## src/rtl/condicionador_botoes.sv

```systemverilog
// Push-button conditioner: 2-FF synchroniser, press/release debounce and
// multi-button rejection, producing a one-hot (or zero) level and a press pulse.
module condicionador_botoes #(
  parameter int N_BOTOES        = 4,
  parameter int DEBOUNCE_CICLOS = 50000,
  parameter int CNT_W           = 16
) (
  input  logic                clock,
  input  logic                reset,
  input  logic [N_BOTOES-1:0] botoes_in,
  output logic [N_BOTOES-1:0] botoes_out,
  output logic                pulso_jogada,
  output logic                multiplo,
  output logic [3:0]          db_estado
);

  typedef enum logic [2:0] {
    OCIOSO       = 3'd0,
    FILTRA_PRESS = 3'd1,
    PRESSIONADO  = 3'd2,
    FILTRA_SOLTA = 3'd3,
    INVALIDO     = 3'd4
  } estado_t;

  localparam logic [CNT_W-1:0] CNT_FIM = CNT_W'(DEBOUNCE_CICLOS - 1);

  logic [N_BOTOES-1:0] sync1_q, sync2_q;
  estado_t             estado_q, estado_d;
  logic [CNT_W-1:0]    cnt_q, cnt_d;
  logic [N_BOTOES-1:0] cand_q, cand_d;
  logic [N_BOTOES-1:0] out_q, out_d;
  logic                pulso_q, pulso_d;
  logic                mult_q, mult_d;
  logic [N_BOTOES-1:0] s;
  logic                cand_um_bit;

  assign s           = sync2_q;
  assign cand_um_bit = (cand_q != '0) && ((cand_q & (cand_q - N_BOTOES'(1))) == '0);

  always_comb begin
    estado_d = estado_q;
    cnt_d    = cnt_q;
    cand_d   = cand_q;
    out_d    = out_q;
    pulso_d  = 1'b0;
    mult_d   = mult_q;
    case (estado_q)
      OCIOSO: begin
        out_d  = '0;
        mult_d = 1'b0;
        if (s != '0) begin
          cand_d   = s;
          cnt_d    = '0;
          estado_d = FILTRA_PRESS;
        end
      end
      FILTRA_PRESS: begin
        if (s == '0) begin
          cnt_d    = '0;
          estado_d = OCIOSO;
        end else if (s != cand_q) begin
          cand_d = s;
          cnt_d  = '0;
        end else if (cnt_q == CNT_FIM) begin
          // cnt restarts so INVALIDO must see a full run of zeros to exit
          cnt_d = '0;
          if (cand_um_bit) begin
            estado_d = PRESSIONADO;
            out_d    = cand_q;
            pulso_d  = 1'b1;
          end else begin
            estado_d = INVALIDO;
            mult_d   = 1'b1;
          end
        end else begin
          cnt_d = cnt_q + CNT_W'(1);
        end
      end
      PRESSIONADO: begin
        if (s != out_q) begin
          cnt_d    = '0;
          estado_d = FILTRA_SOLTA;
        end
      end
      FILTRA_SOLTA: begin
        if (s == out_q) begin
          cnt_d    = '0;
          estado_d = PRESSIONADO;
        end else if (s == '0) begin
          if (cnt_q == CNT_FIM) begin
            cnt_d    = '0;
            out_d    = '0;
            estado_d = OCIOSO;
          end else begin
            cnt_d = cnt_q + CNT_W'(1);
          end
        end else begin
          cnt_d = '0;
        end
      end
      INVALIDO: begin
        out_d  = '0;
        mult_d = 1'b1;
        if (s != '0) begin
          cnt_d = '0;
        end else if (cnt_q == CNT_FIM) begin
          cnt_d    = '0;
          mult_d   = 1'b0;
          estado_d = OCIOSO;
        end else begin
          cnt_d = cnt_q + CNT_W'(1);
        end
      end
      default: begin
        estado_d = OCIOSO;
        cnt_d    = '0;
        cand_d   = '0;
        out_d    = '0;
        mult_d   = 1'b0;
      end
    endcase
  end

  always_ff @(posedge clock or posedge reset) begin
    if (reset) begin
      sync1_q  <= '0;
      sync2_q  <= '0;
      estado_q <= OCIOSO;
      cnt_q    <= '0;
      cand_q   <= '0;
      out_q    <= '0;
      pulso_q  <= 1'b0;
      mult_q   <= 1'b0;
    end else begin
      sync1_q  <= botoes_in;
      sync2_q  <= sync1_q;
      estado_q <= estado_d;
      cnt_q    <= cnt_d;
      cand_q   <= cand_d;
      out_q    <= out_d;
      pulso_q  <= pulso_d;
      mult_q   <= mult_d;
    end
  end

  assign botoes_out   = out_q;
  assign pulso_jogada = pulso_q;
  assign multiplo     = mult_q;
  assign db_estado    = {1'b0, estado_q};

endmodule
```

## config.mk

```make
export PLATFORM = sky130hd
export DESIGN_NAME = condicionador_botoes
export DESIGN_NICKNAME = d
export VERILOG_FILES = /design/src/rtl/condicionador_botoes.sv
export SDC_FILE = /design/constraint.sdc
export NUM_CORES = 1
export LEC_CHECK = 0
export ABC_AREA = 1
export BUFFER_PORTS_ARGS = -buffer_cell sky130_fd_sc_hd__buf_2
export CAP_MARGIN = 5
export CORE_ASPECT_RATIO = 0.5
export CORE_MARGIN = 3
export CORE_UTILIZATION = 61
export CTS_CLUSTER_SIZE = 16
export DETAILED_ROUTE_END_ITERATION = 6
export GPL_TIMING_DRIVEN = 0
export PLACE_DENSITY = 0.81
export SYNTH_ARGS = -nofsm -noshare
export SYNTH_HDL_FRONTEND = slang
export SYNTH_SLANG_ARGS = --single-unit
```

## constraint.sdc

```tcl
create_clock -name clock -period 2.05 [get_ports clock]
set_clock_uncertainty 0.05 [all_clocks]
set_input_delay 0.3075 -clock clock [delete_from_list [all_inputs] [get_ports clock]]
set_output_delay 0.3075 -clock clock [all_outputs]
set_load 0.05 [all_outputs]
```

# Yosys cells after proc, flatten, opt, wreduce, memory -nomap -nowiden
# Index checks and enable logic that the tools add are counted.
# totals
out_inout_bits	10
elab_cells	94
register_bits	37
in_bits	6
# classes
muxes	44
n_eq_ne	23
bitwise	4
add_sub_neg	2
reduce_logical	13
# ops
op	n
16-bit 2-to-1 mux	8
16-bit case mux with 5 select lines	1
4-bit 2-to-1 mux	10
3-bit 2-to-1 mux	10
2-bit != test (second input constant)	12
4-bit case mux with 3 select lines	2
16-bit by 1-bit adder with 16-bit output (second input constant)	1
16-bit equality test (second input constant)	1
3-bit case mux with 5 select lines	1
1-bit 2-to-1 mux	11
3-bit != test (second input constant)	3
4-bit zero test	2
4-bit != test	2
8-bit AND reduction	1
4-bit nonzero test	2
3-bit by 2-bit equality test with 1-bit output (second input constant)	2
6-bit AND reduction	1
5-bit AND reduction	1
4-bit AND	1
4-bit equality test	1
4-bit AND reduction	1
4-bit by 1-bit subtractor with 4-bit output (second input constant)	1
3-bit by 1-bit equality test with 1-bit output (second input constant)	1
3-bit equality test (second input constant)	1
7 further kinds	9

# Longest topological paths before layout
# Gate-level depths: netlist of the first run.
# depth
ltp_word	9
ltp_mapped	11

# Least setup slack after synthesis of the first run
# No wires, ideal clock.
# synth_timing
path_kind	register to register
start	register estado_q[2]
end	register out_q[0], in the netlist botoes_out[0]
path_stages_with_launch	11
arrival_ns	1.584
setup_time_ns	0.120
required_ns	1.880
period_less_slack_ns	1.754
slack_ns	0.296
cell_sequence	dfrtp_1 -> inv_1 -> nand2_1 -> nor2_1 -> buf_4 -> o21ai_0 -> nand2_1 -> inv_1 -> nand2_4 -> nand2_1 -> nand2_1
# synth_via
elab_chain_len	3
word_cells_on_any_way	13
# synth_lines
item	line	source
start, declared	28	estado_t estado_q, estado_d;
start signal, assigned	137	estado_q <= estado_d;
3-bit by 2-bit equality test with 1-bit output / 3-bit by 1-bit equality test with 1-bit output (equally long branches)	47	case (estado_q)
2-bit != test (no source line) / 1-bit inverter (equally long branches)	--	
8-bit AND reduction (no source line)	--	
end signal, assigned	140	out_q <= out_d;
end, declared	31	logic [N_BOTOES-1:0] out_q, out_d;
# Parallel ways exist; a longest one is shown, timed or not.
# A chain may end at the register's enable or synchronous reset.

# Worst setup path in the final report of the first run
# layout_timing
start	register cnt_q[0]
end	register estado_q[1]
# layout_via
elab_chain_len	5
word_cells_on_any_way	8
# layout_lines
item	line	source
start, declared	29	logic [CNT_W-1:0] cnt_q, cnt_d;
start signal, assigned	138	cnt_q <= cnt_d;
16-bit equality test *	64, 90, 106	
3-bit 2-to-1 mux (3 in a row)	--	
3-bit case mux with 5 select lines	--	
# Every way passes the cells marked *; elsewhere a longest branch is shown, timed or not. The select of a mux whose other input is x is not followed.

==> run_results.csv, run 1 <==
group,metric,value,unit
worst_setup_path,crit_chain,"ha_1 > nand3_2 > nor2_1 > inv_1 > nor2_1 > nand2_1 > nand2_1 > nand2_1 > nor2_1 > nand2_1 > nand2_1",
logic_synthesis,synth_edf_count,0,
logic_synthesis,syn_inst,364,
route,antenna_left,0,
worst_setup_path,crit_path_max_incr_delay,0.40,ns
worst_setup_path,cp_slowest_cell,"dfrtp_1",
placed_design,place.gp.congestion,0.955,
logic_synthesis,synthTopCellsByArea,"dfrtp_1 38%, nand2_1 19%, nor2_1 8.2%",
power_and_ir_drop,ir_worst_vdd,0.711,mV
logic_synthesis,synth_area_per_cell,6.78,sq um
logic_synthesis,syn_area,2470,sq um
logic_synthesis,post-synth-top-count-cell,"nand2_1",
logic_synthesis,ys_seq_area_share,37.5,%
min_path,hp-class,"input pin to register",
clock_network,cts_setup_buffers,0,
worst_setup_path,crit_required,2.22,ns
route,drt-met1-wl,2580,microns
grt,track_usage,27.0,%
logic_synthesis,ys_warn_count,0,
route,dr_wl_met3,567,microns
clock_network,root_buffer,"clkbuf_8",
placed_design,dp_hpwl,4430,microns
route,route.met2.wl,2790,microns
clock_network,clock-sinks,37,
clock_network,clock_path_buffers,2,
worst_setup_path,path_delay_family,"simple AND/OR/NAND/NOR gates",
floorplan,core-area,3660,sq um
power_and_ir_drop,power.internal,1560,uW
route,drc,0,
clock_network,numCtsBuffers,5,
route,initialDrtViolationCount,128,
worst_setup_path,crit_top_cell,"nand2_1",
power_and_ir_drop,p_seq_share,31.4,%
grt,antenna_found_initial,0,
logic_synthesis,syn_nets,371,
route,top_layer_used,"met4",
worst_setup_path,cp-end-kind,"register",
sta,min_period_over_period,91.9,%
floorplan,row_count,15,
logic_synthesis,netlist.area_leader.share,37.5,%
floorplan,dieArea,4890,sq um
worst_setup_path,crit_type,"register to register",
floorplan,start_util,67.4,%
clock_network,ctsResizeCount,0,
grt,grt_pass1_wl,10300,microns
clock_network,clk_latency,0.29,ns
finish,areaGrowthSynthToFinish,10.0,%
power_and_ir_drop,switching_power,1530,uW
logic_synthesis,ys_types,35,
sta,slew_headroom,48.2,%
power_and_ir_drop,p_clk_share,16.8,%
sta,rsz0062_at_grt,"false",
power_and_ir_drop,power_density,1140,nW/um^2
route,wl_per_cell,13.7,microns
route,routed_wl,6010,microns
sta,setup_tns,0,ns
power_and_ir_drop,leakage,0.00130,uW
logic_synthesis,postSynth.asyncResetShare,100,%
sta,fmax,531,MHz
sta,setup_violations,0,
floorplan,die_w,95.9,microns
power_and_ir_drop,pwr-share-comb,51.8,%
finish,antennaDiodeCount,0,
sta,min_period,1.88,ns
finish,drive_gt1_share,14.2,%
placed_design,numPortBuffers,14,
route,num_vias,2490,
clock_network,htreeDepth,2,
clock_network,cts_hold_buf,0,
worst_setup_path,critPathMaxFanout,6,
sta,fin_ws,0.165,ns
grt,grt_pass1_vias,2351,
sta,hold_ws,0.0758,ns
route,vias_per_cell,5.70,
worst_setup_path,arrival,2.06,ns
grt,grt_max_degree,22,
route,first_pass_iters,5,
logic_synthesis,synth_common_cells,"122 x nand2_1, 54 x nor2_1, 39 x nand3_1, 37 x dfrtp_1, 32 x inv_1",
worst_setup_path,path_buf_inv,1,
outcome,status,"complete, no violations",
floorplan,io_pins,16,
sta,finalHoldViolations,0,
clock_network,clkTransAtPathRegs,0.08,ns
logic_synthesis,ys_ff_latch,37,
floorplan,die_h,51.0,microns
grt,grt_overflow,0,
sta,report.final.slew_viol_count,0,
clock_network,cts_tree,"built",
worst_setup_path,start_kind,"register",
job,drv_cap,0,
logic_synthesis,synthFlopType,"dfrtp_1",
placed_design,pre_cts_ws,0.231,ns
finish,finalNetCount,393,
logic_synthesis,yosysTopAreaCell,"dfrtp_1",
power_and_ir_drop,p_sw_share,49.4,%
sta,tightestPinTransition,0.776,ns
## sequential cells by signal (all words and copies together) (netlist names)
register,cells
botoes_out,4
s,4
estado_q,3
pulso_jogada,1
cnt_q,16
sync1_q,4
multiplo,1
cand_q,4
## cell families (layout without fill, tap and decap cells)
group                    after synthesis  after routing  share of synthesized area (%)
XOR/XNOR                               5              5                           1.78
AO/OA/AOI/OAI                         23             23                           6.09
buffers and inverters                 47             69                           7.96
adder cells (fa/ha/maj)                1              1                          0.507
AND/OR/NAND/NOR                      250            250                           46.0
other                                  1              1                          0.152
flip-flops                            37             37                           37.5
## power groups by stage
stage	Sequential, uW	Clock [uW]	Combinational, uW
finish	972	518	1600
global route	992	557	1780
CTS	968	517	1580
detailed placement	981	0	1570
global placement	977	0	1530
floorplan	1190	0	1020
## cell usage in the layout (no fill, tap or decap), types with 2 or more instances in the layout
cell type and count:
nand4_1 13, inv_1 32, nor2_2 2, buf_2 15, xor2_1 2, nand3_1 39, nand2_2 6, o21ai_0 6
inv_2 9, nor3_1 3, o21bai_1 2, nor2_4 3, nor2_1 54, xnor2_1 3, clkbuf_1 2, buf_4 3
nand2_1 122, o21ai_1 9, clkbuf_8 6, dfrtp_1 37, nand4_4 2
## per-stage QoR
step | utilization [%] | total power, uW | std cells | instance area (sq um)
2_1_floorplan | - | 2210 | 364 | 2470
3_3_place_gp | 71.1 | 2510 | 429 | 2600
3_5_place_dp | 71.8 | 2550 | 430 | 2630
4_1_cts | 74.2 | 3070 | 437 | 2720
5_1_grt | 74.2 | 3330 | 437 | 2720
6_report | 74.2 | 3090 | 437 | 2720
## routing by layer
layer / vias up / track usage [%]
li1: 1204 / -
met1: 1151 / 35.2
met2: 122 / 46.0
met3: 13 / 6.47
met4: 0 / 5.42
met5: - / 0
## path summary, 6_finish.rpt
check | from | end | slack (ns) | cells past startpoint
min in group asynchronous | reset | cnt_q[8]$_DFFE_PP0P_ | 0.11 | 2
worst max-delay path | cnt_q[0]$_DFFE_PP0P_ | estado_q[1]$_DFFE_PP0P_ | 0.17 | 11
worst min-delay path | botoes_in[3] | sync1_q[3]$_DFF_PP0_ | 0.08 | 1
worst min register to register | sync1_q[0]$_DFF_PP0_ | s[0]$_DFF_PP0_ | 0.30 | 0
worst max register to register | cnt_q[0]$_DFFE_PP0P_ | estado_q[1]$_DFFE_PP0P_ | 0.17 | 11
max in group asynchronous | reset | botoes_out[0]$_DFFE_PP0P_ | 1.29 | 3
## final cells by class
type / instances / area [sq um]
Buffer: 6 / 42.5
Tap cell: 51 / 63.8
Fill cell: 290 / 945
Timing Repair Buffer: 15 / 97.6
Clock buffer: 7 / 86.3
Multi-Input combinational cell: 280 / 1350
Sequential cell: 37 / 926
Inverter: 41 / 154
Note: power is estimated with default switching activity, not from simulation.
==> inputs of run 2 (changes only) <==
- CTS_CLUSTER_SIZE: 16 -> not set
- PLACE_DENSITY: 0.81 -> 0.8
- SKIP_CTS_REPAIR_TIMING: not set -> 1
==> run_results.csv, run 2 (synthesized netlist as in run 1, its figures left out) <==
group,metric,value,unit
grt,busiest_layer,"met2",
finish,final_common_cell,"nand2_1",
power_and_ir_drop,switching_power,1580,uW
grt,grt_overflow,0,
worst_setup_path,cp_slowest_cell,"dfrtp_1",
floorplan,die_w,95.9,microns
worst_setup_path,crit_type,"register to register",
power_and_ir_drop,p_seq_share,29.1,%
job,drv_cap,0,
route,routed_wl,6520,microns
sta,fmax,548,MHz
route,first_pass_iters,6,
route,vias_per_cell,5.83,
route,drc,0,
outcome,status,"complete, no violations",
clock_network,numCtsBuffers,5,
finish,antennaDiodeCount,0,
worst_setup_path,r2r-end,"botoes_out[3]$_DFFE_PP0P_",
floorplan,die_h,51.0,microns
worst_setup_path,crit_top_cell,"nand2_1",
power_and_ir_drop,power.internal,1780,uW
finish,final_cell_mix,"122 x nand2_1, 54 x nor2_1, 39 x nand3_1",
sta,slew_headroom,49.8,%
worst_setup_path,reg2regPathDepth,10,
grt,grt_max_degree,23,
clock_network,clock-sinks,37,
power_and_ir_drop,power_density,1220,nW/um^2
sta,hold_ws,0.0645,ns
power_and_ir_drop,pwr-share-comb,48.2,%
placed_design,numPortBuffers,14,
worst_setup_path,crit_end,"botoes_out[3]$_DFFE_PP0P_",
route,wl_per_cell,14.9,microns
worst_setup_path,path_buf_inv,1,
sta,min_period_over_period,88.9,%
grt,track_usage,29.9,%
worst_setup_path,start_kind,"register",
finish,drive_gt1_share,15.0,%
worst_setup_path,crit_required,2.18,ns
worst_setup_path,ff2ff_setup_slack,0.23,ns
min_path,hp-class,"input pin to register",
clock_network,htreeDepth,2,
power_and_ir_drop,p_clk_share,22.6,%
sta,report.final.slew_viol_count,0,
sta,setup_tns,0,ns
sta,setup_violations,0,
placed_design,dp_hpwl,4940,microns
placed_design,place.gp.congestion,0.920,
worst_setup_path,path_delay_family,"simple AND/OR/NAND/NOR gates",
floorplan,dieArea,4890,sq um
grt,met2_usage,51.9,%
sta,min_period,1.82,ns
power_and_ir_drop,ir_worst_vdd,0.757,mV
worst_setup_path,arrival,1.96,ns
finish,finalNetCount,393,
floorplan,io_pins,16,
route,antenna_left,0,
sta,tightestPinTransition,0.753,ns
grt,grt_pass1_wl,11200,microns
worst_setup_path,critPathMaxFanout,6,
clock_network,cts_tree,"built",
worst_setup_path,crit_path_max_incr_delay,0.40,ns
grt,grt_pass1_vias,2484,
worst_setup_path,critPathLaunch,"cnt_q[0]$_DFFE_PP0P_",
sta,finalHoldViolations,0,
worst_setup_path,worstReg2RegStart,"cnt_q[0]$_DFFE_PP0P_",
power_and_ir_drop,p_sw_share,47.1,%
finish,fillers,287,
sta,rsz0062_at_grt,"false",
worst_setup_path,cp-end-kind,"register",
floorplan,core-area,3660,sq um
worst_setup_path,crit_chain,"ha_2 > nand3_2 > nor2_1 > nand2_1 > o21ai_0 > nand2_1 > inv_1 > nand2_4 > nand2_1 > nand2_1",
clock_network,clkTransAtPathRegs,0.07,ns
finish,areaGrowthSynthToFinish,12.1,%
finish,largest_reg_flops,16,
route,num_vias,2552,
floorplan,row_count,15,
route,initialDrtViolationCount,158,
grt,use_met1,37.2,%
floorplan,start_util,67.4,%
power_and_ir_drop,leakage,0.00132,uW
grt,antenna_found_initial,0,
clock_network,clk_latency,0.30,ns
worst_setup_path,worst-path-stages,10,
clock_network,root_buffer,"clkbuf_8",
clock_network,clock_path_buffers,2,
finish,largest-register,"cnt_q",
grt,grt_use_met3,6.47,%
run 2: worst min path at each step:
| stage | start | cells after the start | endpoint |
|---|---|---|---|
| after floorplan | sync1_q[0]$_DFF_PP0_ | 0 | s[0]$_DFF_PP0_ |
| after global placement | sync1_q[1]$_DFF_PP0_ | 0 | s[1]$_DFF_PP0_ |
| after detailed placement | sync1_q[1]$_DFF_PP0_ | 0 | s[1]$_DFF_PP0_ |
| after CTS | botoes_in[2] | 1 | sync1_q[2]$_DFF_PP0_ |
| after global routing | botoes_in[2] | 1 | sync1_q[2]$_DFF_PP0_ |
| final | botoes_in[1] | 1 | sync1_q[1]$_DFF_PP0_ |
run 2: area by class of cell:
type / instances / area (sq um) / area share (%)
multi-input combinational: 280 / 1350 / 48.7
sequential: 37 / 926 / 33.5
inverter: 41 / 154 / 5.57
timing repair buffer: 15 / 97.6 / 3.53
clock buffer: 5 / 68.8 / 2.49
clock inverter: 3 / 65.1 / 2.35
tap: 51 / 63.8 / 2.31
buffer: 6 / 42.5 / 1.54
run 2: power by group through the flow:
stage	clock, uW	combinational [uW]	sequential, uW
2_1_floorplan	0	1020	1190
3_3_place_gp	0	1540	976
3_5_place_dp	0	1590	988
4_1_cts	761	1610	974
5_1_grt	797	1790	1000
6_report	761	1620	979
run 2: stage by stage:
stage          std cells  total power, uW  setup slack (ns)  instance area [sq um]  utilization (%)
2_1_floorplan        364             2210             0.296                   2470                -
3_5_place_dp         430             2580             0.234                   2630             71.8
6_report             438             3360             0.227                   2770             75.6
3_3_place_gp         429             2510             0.269                   2600             71.1
4_1_cts              438             3340             0.200                   2760             75.5
5_1_grt              438             3590            0.0123                   2770             75.6
run 2: per-layer routing:
layer	wire, microns	vias to the layer above
met1	2670	1182
met2	3140	136
met3	546	31
met5	0	-
met4	161	0
li1	-	1203
